===== src/rtl/gray_updown_counter.sv =====
// Registered up/down counter holding binary and Gray copies of one count.
// Loads take binary or Gray input; WRAP selects wrap-around or saturation at the bounds.
module gray_updown_counter #(
  parameter int N    = 8,
  parameter bit WRAP = 1'b1
) (
  input  logic         clk,
  input  logic         rst,
  input  logic         en,
  input  logic         up,
  input  logic         load,
  input  logic         load_mode,
  input  logic [N-1:0] din,
  output logic [N-1:0] bin_q,
  output logic [N-1:0] gray_q,
  output logic         wrap,
  output logic         sat
);

  localparam logic [N-1:0] MAX_VAL = '1;
  localparam logic [N-1:0] MIN_VAL = '0;

  logic [N-1:0] bin_d;
  logic [N-1:0] gray_d;
  logic         wrap_d;
  logic         sat_d;

  function automatic logic [N-1:0] b2g(input logic [N-1:0] b);
    return b ^ (b >> 1);
  endfunction

  function automatic logic [N-1:0] g2b(input logic [N-1:0] g);
    logic [N-1:0] b;
    b[N-1] = g[N-1];
    for (int i = N - 2; i >= 0; i--) begin
      b[i] = b[i+1] ^ g[i];
    end
    return b;
  endfunction

  always_comb begin
    bin_d  = bin_q;
    wrap_d = 1'b0;
    sat_d  = 1'b0;
    if (load) begin
      bin_d = load_mode ? g2b(din) : din;
    end else if (en) begin
      if (up) begin
        if (bin_q == MAX_VAL) begin
          if (WRAP) begin
            bin_d  = MIN_VAL;
            wrap_d = 1'b1;
          end else begin
            sat_d = 1'b1;
          end
        end else begin
          bin_d = bin_q + 1'b1;
        end
      end else begin
        if (bin_q == MIN_VAL) begin
          if (WRAP) begin
            bin_d  = MAX_VAL;
            wrap_d = 1'b1;
          end else begin
            sat_d = 1'b1;
          end
        end else begin
          bin_d = bin_q - 1'b1;
        end
      end
    end
    // Gray always tracks the next binary value so the two copies can never diverge.
    gray_d = b2g(bin_d);
  end

  always_ff @(posedge clk) begin
    if (rst) begin
      bin_q  <= '0;
      gray_q <= '0;
      wrap   <= 1'b0;
      sat    <= 1'b0;
    end else begin
      bin_q  <= bin_d;
      gray_q <= gray_d;
      wrap   <= wrap_d;
      sat    <= sat_d;
    end
  end

endmodule


===== config.mk =====
export PLATFORM = sky130hd
export DESIGN_NAME = gray_updown_counter
export DESIGN_NICKNAME = d
export VERILOG_FILES = /design/src/rtl/gray_updown_counter.sv
export SDC_FILE = /design/constraint.sdc
export NUM_CORES = 1
export LEC_CHECK = 0
export BUFFER_PORTS_ARGS = -buffer_cell sky130_fd_sc_hd__buf_2
export CAP_MARGIN = 20
export CORE_MARGIN = 4
export CORE_UTILIZATION = 45
export DETAILED_ROUTE_END_ITERATION = 8
export GPL_ROUTABILITY_DRIVEN = 0
export PLACE_DENSITY = 0.75
export SETUP_SLACK_MARGIN = 0.4
export SYNTH_ARGS = -nofsm -noshare
export SYNTH_HDL_FRONTEND = slang
export SYNTH_SLANG_ARGS = --single-unit

===== constraint.sdc =====
create_clock -name clk -period 3.7 [get_ports clk]
set_input_delay 0.37 -clock clk [delete_from_list [all_inputs] [get_ports clk]]
set_output_delay 0.37 -clock clk [all_outputs]
set_load 0.005 [all_outputs]

==> results of run 1 <==
worst max-delay path, stage by stage (launching register included):
cell and delay, ps:
dfxtp_1 570, inv_1 140, ha_1 260, nor3b_1 190
a2111oi_0 670, o41ai_1 180, nand3b_2 160, or3b_1 360
a21oi_1 140
synth_stat cells (3+ instances only):
cell type,count
a21oi_1,19
dfxtp_1,16
nor2_1,12
inv_1,9
clkbuf_1,8
nand2_1,7
nand3_1,6
nor3_1,5
o21ai_0,5
mux2i_1,4
xor2_1,4
a2111oi_0,3
and3_1,3
buf_4,3
ha_1,3
nand4_1,3
o211ai_1,3
o31a_1,3
xnor2_1,3
per-stage QoR:
stage / utilization [%] / setup slack (ps) / hold WS [ps]
4_1_cts: 54.0 / 1120 / 388
3_3_place_gp: 52.8 / 1240 / 677
5_1_grt: 54.0 / 905 / 386
3_5_place_dp: 52.8 / 1150 / 697
2_1_floorplan: - / 1370 / 582
6_report: 54.0 / 969 / 392
routing by layer:
metal,GRT usage [%],up-vias
li1,-,669
met1,22.2,650
met2,31.5,81
met3,6.39,18
met4,5.39,0
met5,0,-
power groups by stage:
stage	clock network [mW]	logic (mW)	registers, mW
finish	0.114	0.218	0.224
detailed placement	0	0.216	0.226
global route	0.129	0.240	0.228
floorplan	0	0.171	0.209
global placement	0	0.209	0.223
CTS	0.117	0.217	0.223
registers in the layout, indices dropped and copies added, names as in the netlist:
name	count
wrap	1
gray_q	7
bin_q	8
kinds of logic after synthesis:
family | after synthesis | synth area share (%)
AOI/OAI and AO/OA | 53 | 26.6
xor gates and xnor gates | 10 | 9.31
adders and majority gates | 3 | 2.74
buffers and inverters | 24 | 7.66
DFF | 16 | 23.4
muxes | 7 | 5.93
other | 1 | 0.273
and+or+nand+nor | 56 | 24.1
layout make-up:
class                   instances  area, sq um
multi-input cells             130          946
inverters                      10         37.5
flip-flops and latches         16          320
clock buffers                   4         36.3
repair buffers                 30          150
well taps                      31         38.8
fillers                       265         1300
worst max-delay path by stage:
stage	from	slack, ps	end	cells past startpoint
floorplan	bin_q[0]$_SDFF_PP0_	1370	gray_q[4]$_SDFF_PP0_	9
CTS	bin_q[0]$_SDFF_PP0_	1120	gray_q[2]$_SDFF_PP0_	8
detailed placement	bin_q[0]$_SDFF_PP0_	1150	gray_q[2]$_SDFF_PP0_	8
global route	bin_q[0]$_SDFF_PP0_	910	gray_q[2]$_SDFF_PP0_	8
global placement	bin_q[0]$_SDFF_PP0_	1240	gray_q[2]$_SDFF_PP0_	8
finish	bin_q[0]$_SDFF_PP0_	970	gray_q[2]$_SDFF_PP0_	8
==> results.yml, run 1 <==
status:
  status: "completed"
timing:
  fin_crit_sh_pct: 73.8
  finalSetupViolations: 0
  finalHoldViolCount: 0
  rsz0062_at_grt: "false"
  slew_headroom_pct: 54.8
  fin_skew_ps: 7.54
  slew_violations: 0
  fmax_mhz: 366
  worst_pin_slew_ps: 660
  setup-tns-final_ps: 0
  period_needed_ps: 2730
cells_and_area:
  nets: 208
  final_cell_mix: "buf_2, a21oi_1, dfxtp_1"
  fin_area_sq_um: 1530
  antenna_cells: 0
  mostFrequentLayoutCell: "buf_2"
  areaGrowthSynthToFinish_pct: 11.5
  drive_above_1_share_pct: 25.3
  final_cells: 221
detailed_routing:
  drt_wl_total_microns: 3620
  top_layer_used: "met4"
  drt-met1-wl_microns: 1450
  dr_wl_met2_microns: 1710
  drc: 0
  vias_per_cell: 6.42
  drt-pass1-iter-count: 4
  drtIter0Drc: 82
  routedWlPerCell_microns: 16.4
  wl_met3_microns: 342
  route.vias.total: 1418
  ant_nets: 0
global_routing:
  grt_first_pass_wirelength_microns: 6090
  grt_pass1_vias: 1296
  grt_usage_pct: 18.6
  grt_antenna_before_repair: 0
  grt-ovfl-total: 0
  grt_max_degree: 17
pwr:
  netSwitchingFraction_pct: 36.2
  p_total_mw: 0.557
  combPwrFrac_pct: 39.2
  power_frac_clock_pct: 20.5
  power_density_nw_per_um2: 364
  power_frac_seq_pct: 40.3
  leakagePower_nw: 0.670
  netSwitchingPower_mw: 0.202
  internal-power_mw: 0.355
  ir_drop_v: 0.000307
clock_tree:
  cts.sinks: 16
  clk_latency_ps: 280
  cts_buffers: 3
  cts_tree: "built"
  ctsRootBufferMaster: "clkbuf_4"
  ctsHoldBuffers: 0
  ctsHtreeMaxLevel: 1
  path_clk_slew_ps: 100
  cts.repair.resized: 0
  postCtsSetupBuffers: 0
  clockBufferDepth: 2
floorplanning:
  die_h_microns: 63.2
  dieArea_sq_um: 3990
  io_pins: 32
  die_width_microns: 63.2
  core_sq_um: 2830
  rows: 19
  initial_utilization_pct: 48.5
worst_hold_path:
  worstHoldStart: "rst"
  whs_path_depth: 2
  hold-path-endpoint: "gray_q[3]$_SDFF_PP0_"
  hp-class: "in -> reg"
worst_setup_path:
  reg2reg_slack_ps: 970
  worstPathRequired_ps: 3920
  endpoint_kind: "register"
  r2r_start: "bin_q[0]$_SDFF_PP0_"
  crit_type: "reg -> reg"
  r2r_end: "gray_q[2]$_SDFF_PP0_"
  arrival_ps: 2960
  cp-start-kind: "register"
  reg2reg_depth: 8
  path_max_fanout: 11
synth:
  yosys.area.top_type_share_pct: 23.4
  synth_edf_count: 0
  syn_area_sq_um: 1370
  syn-num-nets: 187
  ys.warnings.count: 0
  syn_area_per_cell_sq_um: 8.07
  postSynthCellCount: 170
  ys_seq_area_share_pct: 23.4
  synth.area.top_cells: "dfxtp_1, a21oi_1, xor3_2"
  synth.distinct_cells: 55
  yosysTopAreaCell: "dfxtp_1"
  synth_ff_type: "dfxtp_1"
  ys_seq_elements: 16
  ys_async_sr_fraction_pct: 0
placement:
  portBuffers: 30
  hpwl_microns: 2820
  placedInstanceArea_sq_um: 1490
  place_inst: 217
job:
  cap_violations: 0
No activity file was read; power rests on OpenSTA's default activity.
==> inputs of run 2 (changes only) <==
ABC_AREA = 1   (was default)
PLACE_DENSITY = 0.77   (was 0.75)
clock period = 2.31 ns   (was 3.7 ns; I/O delays follow)
==> run 2 against run 1 <==
Effect of this change:
- utilization decreased by 0.099 points
- cell area increased by 0.65%
- combinational power increased by 40%
- clock-buffer cell count decreased by 1
- register-to-register slack got worse by 360 ps
- sequential share of layout area increased by 0.19 points
- hold slack got worse by 170 ps
- critical path depth increased by 3
- area after synthesis increased by 0.82%
- sequential cell count unchanged
- cell count increased by 19%
- die area increased by 0.73%
- critical endpoint unchanged
==> results.yml, run 2 <==
timing:
  fmax_mhz: 586
  slew_violations: 0
  worst_slack_ps: 604
  fin_crit_sh_pct: 73.8
  rsz0062_at_grt: "false"
  slew_headroom_pct: 67.6
  period_needed_ps: 1710
  fin_skew_ps: 2.41
  whs_ps: 219
  finalSetupViolations: 0
  setup-tns-final_ps: 0
  worst_pin_slew_ps: 473
  finalHoldViolCount: 0
worst_setup_path:
  timing.critical_path.mode_cell: "nand2_1"
  endpoint_kind: "register"
  cp-start-kind: "register"
  cpMaxStageDelayCell: "dfxtp_2"
  critPathMaxStageDelay_ps: 350
  path_max_fanout: 6
  arrival_ps: 1880
  reg2reg_slack_ps: 600
  worstPathCellList: "inv_1 > ha_1 > nand3_1 > nor2_2 > nor2_4 > a22oi_1 > nand2_1 > nand2_1 > nand2_1 > nor2_1 > nor2_2"
  worstPathRequired_ps: 2490
  crit_type: "reg -> reg"
placement:
  portBuffers: 30
  placedInstanceArea_sq_um: 1510
  hpwl_microns: 2480
  place_ws_ps: 575
  place_inst: 261
clock_tree:
  path_clk_slew_ps: 80
  ctsRootBufferMaster: "clkbuf_4"
  clockBufferDepth: 2
  cts.sinks: 16
  clk_latency_ps: 280
  cts.repair.resized: 0
  postCtsSetupBuffers: 0
  ctsHoldBuffers: 0
  ctsHtreeMaxLevel: 1
  cts_buffers: 3
  cts_tree: "built"
cells_and_area:
  reg_top3: "bin_q: 8 flops, gray_q: 7 flops, wrap: 1 flops"
  final_cells: 264
  final_cell_mix: "nand2_1, buf_2, inv_1"
  antenna_cells: 0
  nFillCells: 306
  final-seq-area_sq_um: 325
  areaGrowthSynthToFinish_pct: 11.3
  drive_above_1_share_pct: 28.8
  largest_reg_flops: 8
  top_register: "bin_q"
  multi_input_area_sq_um: 901
  fin_area_sq_um: 1540
  final_util_pct: 53.9
  mostFrequentLayoutCell: "nand2_1"
  nets: 252
floorplanning:
  core_sq_um: 2850
  dieArea_sq_um: 4020
  initial_utilization_pct: 48.5
  die_h_microns: 63.4
  rows: 19
  die_width_microns: 63.4
  io_pins: 32
pwr:
  netSwitchingPower_mw: 0.292
  combPwrFrac_pct: 39.2
  netSwitchingFraction_pct: 37.3
  power_density_nw_per_um2: 508
  p_total_mw: 0.782
  power_frac_clock_pct: 17.6
  power_frac_seq_pct: 43.2
  internal-power_mw: 0.490
  leakagePower_nw: 0.808
  ir_drop_v: 0.000214
global_routing:
  grt_pass1_vias: 1327
  grt-ovfl-total: 0
  grt_antenna_before_repair: 0
  grt_first_pass_wirelength_microns: 5460
  grt_usage_pct: 16.1
  grt_max_degree: 14
job:
  cap_violations: 0
synth:
  syn_area_per_cell_sq_um: 6.65
  yosysTopAreaCell: "dfxtp_1"
  ys.warnings.count: 0
  ys_async_sr_fraction_pct: 0
  synth_ff_type: "dfxtp_1"
  ys_seq_area_share_pct: 23.2
  synth.area.top_cells: "dfxtp_1, nand2_1, nand3_1"
  synth_edf_count: 0
  ys_seq_elements: 16
  yosys.area.top_type_share_pct: 23.2
  synth_top_cells_by_count: "nand2_1, inv_1, nand3_1, dfxtp_1, a21oi_1"
  synth.distinct_cells: 34
  syn-num-nets: 225
  postSynthCellCount: 208
  syn_area_sq_um: 1380
  synth_most_common_cell: "nand2_1"
detailed_routing:
  vias_per_cell: 5.20
  drc: 0
  drtIter0Drc: 88
  routedWlPerCell_microns: 11.2
  ant_nets: 0
  route.vias.total: 1372
  drt-pass1-iter-count: 4
  drt_wl_total_microns: 2960
status:
  status: "completed"
worst_hold_path:
  hp-class: "in -> reg"
## run 2: cell count changes in the layout (fill, tap and decap cells not counted), sizes merged, moves of 4 or more
cell   delta
and3      -6
mux2i     -4
nand2    +58
inv      +18
nand3    +19
a21oi     -6
## run 2: cells by family (layout without fill, tap and decap cells)
family,after synthesis,count (layout),share of synthesized area [%]
AO/OA/AOI/OAI,28,28,12.3
XOR/XNOR,10,10,6.34
adder cells (fa/ha/maj),3,3,2.72
buffers and inverters,35,60,11.7
flip-flops,16,16,23.2
other,1,1,0.271
AND/OR/NAND/NOR,115,115,43.5
## run 2: path summary, 6_finish.rpt
check | depth (start not counted) | endpoint | startpoint
worst max register to register | 11 | gray_q[2]$_SDFF_PP0_ | bin_q[0]$_SDFF_PP0_
worst max-delay path | 11 | gray_q[2]$_SDFF_PP0_ | bin_q[0]$_SDFF_PP0_
worst min-delay path | 2 | bin_q[1]$_SDFF_PP0_ | rst
worst min register to register | 2 | wrap$_SDFF_PP0_ | bin_q[6]$_SDFF_PP0_
## run 2: per-layer routing
metal	up-vias	global-route usage (%)	routed length, microns	share of wire [%]
li1	722	-	-	-
met1	615	19.5	1360	46
met2	30	29.2	1430	48
met3	5	1.24	126	4.3
met4	0	6.20	48	1.6
met5	-	0	0	0
## run 2: worst max-delay path: cells and delay by family, from the launching register on
family | cells | cell delay, ps
buffers and inverters | 1 | 140
adders and majority gates | 1 | 180
DFF | 1 | 350
AOI/OAI and AO/OA | 1 | 160
and+or+nand+nor | 8 | 790
## run 2: final cells by class
class	count	area share, %
multi-input combinational	157	58.5
sequential	16	21.1
timing repair buffer	30	9.76
inverter	27	6.59
tap	31	2.52
clock buffer	3	1.46
## run 2: power by group through the flow
stage / sequential [mW] / combinational [mW] / clock [mW]
2_1_floorplan: 0.336 / 0.235 / 0
3_3_place_gp: 0.342 / 0.304 / 0
3_5_place_dp: 0.343 / 0.306 / 0
4_1_cts: 0.336 / 0.308 / 0.145
5_1_grt: 0.345 / 0.347 / 0.160
6_report: 0.338 / 0.306 / 0.138
